==> src/rtl/mc_ctrl.sv <==
// Multi-cycle FETCH/DECODE/EXEC/MEM/WB sequencer driving a shared-memory, single-ALU MIPS datapath.
// Controls are combinational in state and IR fields; memory waits stall in place and abort after MEM_TIMEOUT cycles.
module mc_ctrl #(
    parameter int MEM_TIMEOUT = 255,
    parameter int WAIT_W      = 8
) (
    input  logic       clk,
    input  logic       rst,
    input  logic [5:0] opcode,
    input  logic [5:0] func,
    input  logic       alu_zero,
    input  logic       mem_ready,
    output logic       mem_req,
    output logic       mem_sel,
    output logic       MemRead,
    output logic       MemWrite,
    output logic       IRWrite,
    output logic       PCWrite,
    output logic       RegWrite,
    output logic [1:0] RegDst,
    output logic       ALUSrc,
    output logic [1:0] DatatoReg,
    output logic [1:0] PC_sel,
    output logic       ExtOp,
    output logic [4:0] ALUCtrl,
    output logic       IsJump,
    output logic       illegal,
    output logic       bus_err,
    output logic       instr_done,
    output logic [2:0] state
);

    localparam logic [5:0] OP_RTYPE = 6'h00;
    localparam logic [5:0] OP_ORI   = 6'h0D;
    localparam logic [5:0] OP_LUI   = 6'h0F;
    localparam logic [5:0] OP_SLTI  = 6'h0A;
    localparam logic [5:0] OP_LW    = 6'h23;
    localparam logic [5:0] OP_SW    = 6'h2B;
    localparam logic [5:0] OP_BEQ   = 6'h04;
    localparam logic [5:0] OP_BNE   = 6'h05;
    localparam logic [5:0] OP_J     = 6'h02;

    localparam logic [5:0] FN_ADD  = 6'h20;
    localparam logic [5:0] FN_ADDU = 6'h21;
    localparam logic [5:0] FN_SUB  = 6'h22;
    localparam logic [5:0] FN_SUBU = 6'h23;
    localparam logic [5:0] FN_SLT  = 6'h2A;

    localparam logic [4:0] ALUOp_NOP  = 5'd0;
    localparam logic [4:0] ALUOp_ADD  = 5'd1;
    localparam logic [4:0] ALUOp_SUB  = 5'd2;
    localparam logic [4:0] ALUOp_OR   = 5'd3;
    localparam logic [4:0] ALUOp_SLT  = 5'd4;
    localparam logic [4:0] ALUOp_LUI  = 5'd5;
    localparam logic [4:0] ALUOp_EQL  = 5'd6;
    localparam logic [4:0] ALUOp_BNE  = 5'd7;
    localparam logic [4:0] ALUOp_ADDU = 5'd8;
    localparam logic [4:0] ALUOp_SUBU = 5'd9;

    localparam logic [1:0] REG_MUX_SEL_RT      = 2'd0;
    localparam logic [1:0] REG_MUX_SEL_RD      = 2'd1;
    localparam logic       ALU_SRC_MUX_SEL_REG = 1'b0;
    localparam logic       ALU_SRC_MUX_SEL_EXT = 1'b1;
    localparam logic [1:0] DR_MUX_SEL_ALU      = 2'd0;
    localparam logic [1:0] DR_MUX_SEL_MEM      = 2'd1;
    localparam logic [1:0] PC_MUX_SEL_NEWPC    = 2'd0;
    localparam logic [1:0] PC_MUX_SEL_BRANCH   = 2'd1;
    localparam logic       EXT_ZERO            = 1'b0;
    localparam logic       EXT_SIGNED          = 1'b1;

    typedef enum logic [2:0] {
        S_FETCH  = 3'd0,
        S_DECODE = 3'd1,
        S_EXEC   = 3'd2,
        S_MEM    = 3'd3,
        S_WB     = 3'd4
    } state_t;

    state_t              state_q, state_d;
    logic [WAIT_W-1:0]   wait_q, wait_d;

    logic       is_rtype, func_ok, supported, timeout;
    logic [4:0] dec_alu;
    logic       dec_src, dec_ext;

    always_comb begin
        is_rtype = (opcode == OP_RTYPE);
        func_ok  = (func == FN_ADD) || (func == FN_ADDU) || (func == FN_SUB) ||
                   (func == FN_SUBU) || (func == FN_SLT);
        supported = (is_rtype && func_ok) ||
                    (opcode == OP_ORI) || (opcode == OP_LUI) || (opcode == OP_SLTI) ||
                    (opcode == OP_LW)  || (opcode == OP_SW)  || (opcode == OP_BEQ)  ||
                    (opcode == OP_BNE) || (opcode == OP_J);
    end

    // ALU setup per instruction; only driven onto the outputs in EXEC
    always_comb begin
        dec_alu = ALUOp_NOP;
        dec_src = ALU_SRC_MUX_SEL_REG;
        dec_ext = EXT_ZERO;
        case (opcode)
            OP_RTYPE: begin
                case (func)
                    FN_ADD:  dec_alu = ALUOp_ADD;
                    FN_ADDU: dec_alu = ALUOp_ADDU;
                    FN_SUB:  dec_alu = ALUOp_SUB;
                    FN_SUBU: dec_alu = ALUOp_SUBU;
                    FN_SLT:  dec_alu = ALUOp_SLT;
                    default: dec_alu = ALUOp_NOP;
                endcase
            end
            OP_ORI: begin
                dec_alu = ALUOp_OR;
                dec_src = ALU_SRC_MUX_SEL_EXT;
            end
            OP_LUI: begin
                dec_alu = ALUOp_LUI;
                dec_src = ALU_SRC_MUX_SEL_EXT;
            end
            OP_SLTI: begin
                dec_alu = ALUOp_SLT;
                dec_src = ALU_SRC_MUX_SEL_EXT;
                dec_ext = EXT_SIGNED;
            end
            OP_LW, OP_SW: begin
                dec_alu = ALUOp_ADD;
                dec_src = ALU_SRC_MUX_SEL_EXT;
                dec_ext = EXT_SIGNED;
            end
            OP_BEQ:  dec_alu = ALUOp_EQL;
            OP_BNE:  dec_alu = ALUOp_BNE;
            default: dec_alu = ALUOp_NOP;
        endcase
    end

    always_comb begin
        state_d    = state_q;
        wait_d     = wait_q;
        mem_req    = 1'b0;
        mem_sel    = 1'b0;
        MemRead    = 1'b0;
        MemWrite   = 1'b0;
        IRWrite    = 1'b0;
        PCWrite    = 1'b0;
        RegWrite   = 1'b0;
        RegDst     = REG_MUX_SEL_RT;
        ALUSrc     = ALU_SRC_MUX_SEL_REG;
        DatatoReg  = DR_MUX_SEL_ALU;
        PC_sel     = PC_MUX_SEL_NEWPC;
        ExtOp      = EXT_ZERO;
        ALUCtrl    = ALUOp_NOP;
        IsJump     = 1'b0;
        illegal    = 1'b0;
        bus_err    = 1'b0;
        instr_done = 1'b0;
        // The abort cycle itself drops the request so the memory sees no further strobe
        timeout    = (wait_q == WAIT_W'(MEM_TIMEOUT)) && !mem_ready;

        case (state_q)
            S_FETCH: begin
                if (timeout) begin
                    bus_err = 1'b1;
                end else begin
                    mem_req = 1'b1;
                    MemRead = 1'b1;
                    if (mem_ready) begin
                        IRWrite = 1'b1;
                        PCWrite = 1'b1;
                        PC_sel  = PC_MUX_SEL_NEWPC;
                        state_d = S_DECODE;
                    end
                end
            end
            S_DECODE: begin
                if (!supported) begin
                    illegal = 1'b1;
                    state_d = S_FETCH;
                end else if (opcode == OP_J) begin
                    IsJump     = 1'b1;
                    PCWrite    = 1'b1;
                    instr_done = 1'b1;
                    state_d    = S_FETCH;
                end else begin
                    state_d = S_EXEC;
                end
            end
            S_EXEC: begin
                ALUCtrl = dec_alu;
                ALUSrc  = dec_src;
                ExtOp   = dec_ext;
                if (opcode == OP_BEQ || opcode == OP_BNE) begin
                    PC_sel     = PC_MUX_SEL_BRANCH;
                    PCWrite    = (opcode == OP_BEQ) ? alu_zero : !alu_zero;
                    instr_done = 1'b1;
                    state_d    = S_FETCH;
                end else if (opcode == OP_LW || opcode == OP_SW) begin
                    state_d = S_MEM;
                end else begin
                    state_d = S_WB;
                end
            end
            S_MEM: begin
                if (timeout) begin
                    bus_err = 1'b1;
                    state_d = S_FETCH;
                end else begin
                    mem_req  = 1'b1;
                    mem_sel  = 1'b1;
                    MemRead  = (opcode == OP_LW);
                    MemWrite = (opcode == OP_SW);
                    if (mem_ready) begin
                        if (opcode == OP_LW) begin
                            state_d = S_WB;
                        end else begin
                            instr_done = 1'b1;
                            state_d    = S_FETCH;
                        end
                    end
                end
            end
            S_WB: begin
                RegWrite   = 1'b1;
                RegDst     = is_rtype ? REG_MUX_SEL_RD : REG_MUX_SEL_RT;
                DatatoReg  = (opcode == OP_LW) ? DR_MUX_SEL_MEM : DR_MUX_SEL_ALU;
                instr_done = 1'b1;
                state_d    = S_FETCH;
            end
            default: state_d = S_FETCH;
        endcase

        // A fetch abort stays in FETCH, so it must clear the counter explicitly
        if (state_d != state_q || timeout) begin
            wait_d = '0;
        end else if (mem_req && !mem_ready) begin
            wait_d = wait_q + WAIT_W'(1);
        end
    end

    always_ff @(posedge clk) begin
        if (rst) begin
            state_q <= S_FETCH;
            wait_q  <= '0;
        end else begin
            state_q <= state_d;
            wait_q  <= wait_d;
        end
    end

    assign state = state_q;

endmodule

==> config.mk <==
export PLATFORM = sky130hd
export DESIGN_NAME = mc_ctrl
export DESIGN_NICKNAME = d
export VERILOG_FILES = /design/src/rtl/mc_ctrl.sv
export SDC_FILE = /design/constraint.sdc
export NUM_CORES = 1
export LEC_CHECK = 0
export BUFFER_PORTS_ARGS = -buffer_cell sky130_fd_sc_hd__buf_2
export CAP_MARGIN = 20
export CORE_MARGIN = 2
export CORE_UTILIZATION = 53
export DETAILED_ROUTE_END_ITERATION = 10
export PLACE_DENSITY = 0.85
export SLEW_MARGIN = 20
export SYNTH_ARGS = -nofsm -noshare
export SYNTH_HDL_FRONTEND = slang
export SYNTH_SLANG_ARGS = --single-unit
==> constraint.sdc <==
create_clock -name clk -period 4 [get_ports clk]
set_input_delay 0 -clock clk [delete_from_list [all_inputs] [get_ports clk]]
set_output_delay 0 -clock clk [all_outputs]
set_load 0.02 [all_outputs]
==> Flow_metrics.wiki <==
{| class="wikitable"
! Metric !! Value
|-
| Via count of the first global-routing pass || 1,116
|-
| Endpoint of the worst register-to-register path || wait_q[6]
|-
| Mean instance size in the synthesized netlist || 7.75 um2
|-
| Average vias per placed instance || 5.67
|-
| Floorplan row count || 17
|-
| Overall die area || 2620 um2
|-
| CTS tree || yes
|-
| Number of antenna cells inserted || 0
|-
| Hold Path Depth || 4
|-
| Cell area after placement || 1290 um2
|-
| Total number of nets in the final design || 204
|-
| Critical register-to-register path startpoint || state[1]
|-
| Critical path arrival || 1.97 ns
|-
| Initial antenna violation count || 0
|-
| Share of the cycle needed by the critical path after routing || 49.3%
|-
| Leakage power total || 0.561 nW
|-
| Post-Layout Cell Count || 214
|-
| R2R depth || 4
|-
| Worst setup slack after placement || 2.29 ns
|-
| Minimum period implied by the final worst setup slack || 1.97 ns
|-
| Post-synthesis instance area || 1180 um2
|-
| Share of layout cells above drive strength 1 || 29.0%
|-
| Final WS setup || 2.03 ns
|-
| Post-route ant nets || 0
|-
| Final hold slack || 0.184 ns
|-
| Total Wirelength || 2.66 mm
|-
| Seq/Total Area, Yosys || 18.7%
|-
| Count of H-tree levels built during CTS || 1
|-
| Initial cell density of the core || 54.9%
|-
| Root Buffer || sky130_fd_sc_hd__clkbuf_4
|-
| Main synth FF type || sky130_fd_sc_hd__dfxtp_1
|-
| Number of enable flip-flop cells after synthesis || 0
|-
| Global placement routability congestion || 0.944
|-
| Required @ worst endpoint || 4.00 ns
|-
| Maximum frequency from static timing analysis || 508 MHz
|-
| Number of hold-slack violations in the final timing report || 0
|-
| Detailed-route DRC error count || 0
|-
| Post-synthesis sequential element count || 11
|-
| Crit path capture type || output pin
|-
| Maximum number of pins on one net before global-route repair || 15
|-
| DIE WIDTH || 51.2 um
|-
| Power density over the cells || 195 nW/um2
|-
| Tot GR Track Use || 22.8%
|-
| Num CTS Buffers || 3
|-
| Category of the critical setup timing path || reg2out
|-
| Post-synth ARST share || 0%
|-
| Area of the core || 2150 um2
|-
| Wire length of the first global-routing pass || 4.62 mm
|-
| Largest voltage drop on the vdd net || 0.174 mV
|-
| Register-to-register setup slack || 2.25 ns
|-
| DPL Wire Length || 2.08 mm
|-
| Worst Setup EP || MemWrite
|-
| Number of synthesis warnings || 0
|-
| Element type at the critical path start || register
|-
| PortBufs || 38
|-
| Grt total ovfl || 0
|-
| Clock input transition at the sequential cells of the worst setup and hold paths || 0.07 ns
|-
| Launch point of the critical path || wait_q[0]
|-
| Fin. max-slew vios || 0
|-
| DRT iter0 DRCs || 16
|-
| Worst Min Path Start || func[3]
|-
| Relative max-transition margin || 42.1%
|-
| Worst setup skew after layout || 0.00477 ns
|-
| Instance count of the mapped netlist || 152
|-
| Total Neg Setup Slack || 0 ns
|-
| Status || complete, no violations
|-
| Post-route standard cell area excluding fillers || 1330 um2
|-
| Later-pin clock latency in the skew report || 0.27 ns
|-
| Average detailed-routed wire length per instance || 12.4 um
|-
| Buffers from clock root to sink, at most || 2
|-
| Post-placement cell count || 209
|-
| Total via count after detailed routing || 1,214
|-
| Transition time at the pin with the least slew margin || 0.865 ns
|-
| Number of sinks on the clock net || 11
|-
| Setup violation total in the final timing report || 0
|-
| Area growth syn-to-layout || 12.7%
|-
| Total setup buffers inserted after CTS || 0
|-
| Max capacitance violation total || 0
|-
| Unrepaired setup endpoints after global routing || no
|-
| Number of top-level design ports || 43
|-
| Count of distinct cell types in the synthesized netlist || 51
|-
| Hold Path Class || in2reg
|-
| Length of the first detailed-routing pass in iterations || 4
|-
| Die height || 51.2 um
|-
| CP Max Fanout || 4
|}
routing by layer:
metal  track usage, %  vias up  share of wire (%)
met5                0        -                  0
met4             9.46        0                2.3
met3             5.85        8                5.0
met2             39.8       32                 49
met1             26.0      563                 43
li1                 -      611                  -
sequential cells by signal, indices dropped and copies added, names as in the netlist:
signal / cells
wait_q: 8
state: 3
layout make-up:
cell class	instances	area [um2]
Clock buffer	4	26.3
Timing Repair Buffer	39	200
Multi-Input combinational cell	123	813
Fill cell	206	820
Tap cell	28	35.0
Inverter	9	33.8
Sequential cell	11	220
worst min path at each step:
stage / to
2_1_floorplan: state[0]
3_3_place_gp: state[0]
3_5_place_dp: state[2]
4_1_cts: state[1]
5_1_grt: state[1]
6_report: state[1]
through the flow:
step                      power [mW]  util (%)
final                          0.259      61.9
after CTS                      0.261      61.9
after floorplan                0.171         -
after detailed placement       0.182      60.2
after global routing           0.272      61.9
after global placement         0.180      60.2
report_power, final:
part           switching (mW)  total, mW  internal [mW]
Sequential            0.00240      0.113          0.111
Clock                  0.0386     0.0773         0.0387
Combinational          0.0430     0.0679         0.0249
layout by cell type, fill, tap and decap left out, types with 2 or more instances in the layout:
master                     count
sky130_fd_sc_hd__inv_1         9
sky130_fd_sc_hd__o21ai_0       5
sky130_fd_sc_hd__a211oi_1      4
sky130_fd_sc_hd__o22ai_1       2
sky130_fd_sc_hd__nor2b_1       3
sky130_fd_sc_hd__a32oi_1       2
sky130_fd_sc_hd__a21oi_1       5
sky130_fd_sc_hd__nor2_1       16
sky130_fd_sc_hd__nand3_1       3
sky130_fd_sc_hd__nor4b_1       2
sky130_fd_sc_hd__xor2_1        2
sky130_fd_sc_hd__nor3b_1       2
sky130_fd_sc_hd__nand3b_1      2
sky130_fd_sc_hd__a21oi_2       2
sky130_fd_sc_hd__nand2_1      11
sky130_fd_sc_hd__or3b_1        2
sky130_fd_sc_hd__buf_2        38
sky130_fd_sc_hd__nand2b_1      5
sky130_fd_sc_hd__nor4_1        2
sky130_fd_sc_hd__nor3_1        8
sky130_fd_sc_hd__clkbuf_4      3
sky130_fd_sc_hd__or3_1         4
sky130_fd_sc_hd__conb_1        4
sky130_fd_sc_hd__and4b_2       2
sky130_fd_sc_hd__xnor2_1       7
sky130_fd_sc_hd__and3_1        4
sky130_fd_sc_hd__nand4b_1      2
sky130_fd_sc_hd__dfxtp_1      11
cell families (layout without fill, tap and decap cells):
family | Yosys count | after routing | synth area share [%]
compound gates | 30 | 30 | 18.9
xor+xnor | 9 | 9 | 6.69
fa+ha+maj | 1 | 1 | 1.06
buf+inv | 21 | 52 | 13.3
flops | 11 | 11 | 18.7
other cells | 1 | 4 | 0.318
simple gates | 79 | 79 | 41.1
worst max-delay path, stage by stage (launching register included):
cell	delay, ns
sky130_fd_sc_hd__dfxtp_1	0.35
sky130_fd_sc_hd__ha_1	0.23
sky130_fd_sc_hd__and4b_2	0.22
sky130_fd_sc_hd__a21oi_1	0.33
sky130_fd_sc_hd__and2_1	0.22
sky130_fd_sc_hd__and3_1	0.18
sky130_fd_sc_hd__buf_2	0.16
synth_stat cells (all sizes together) (3+ instances only):
library cell | n | area, um2
nor2 | 16 | 60.1
dfxtp | 11 | 220
nand2 | 11 | 41.3
inv | 9 | 33.8
buf | 8 | 67.6
nor3 | 8 | 40.0
a21oi | 7 | 42.5
xnor2 | 7 | 61.3
o21ai | 6 | 30.0
nand2b | 5 | 31.3
a211oi | 4 | 30.0
and3 | 4 | 25.0
clkbuf | 4 | 55.1
or3 | 4 | 25.0
or3b | 4 | 37.5
nand3 | 3 | 15.0
nor2b | 3 | 18.8
nor4 | 3 | 25.0
repair_timing:
item	CTS	global route
endpoints found under the setup margin	0	0
hold endpoints to repair	3	0
resized for setup	0	0
hold buffers	1	0
No activity file was read; power rests on OpenSTA's default activity.
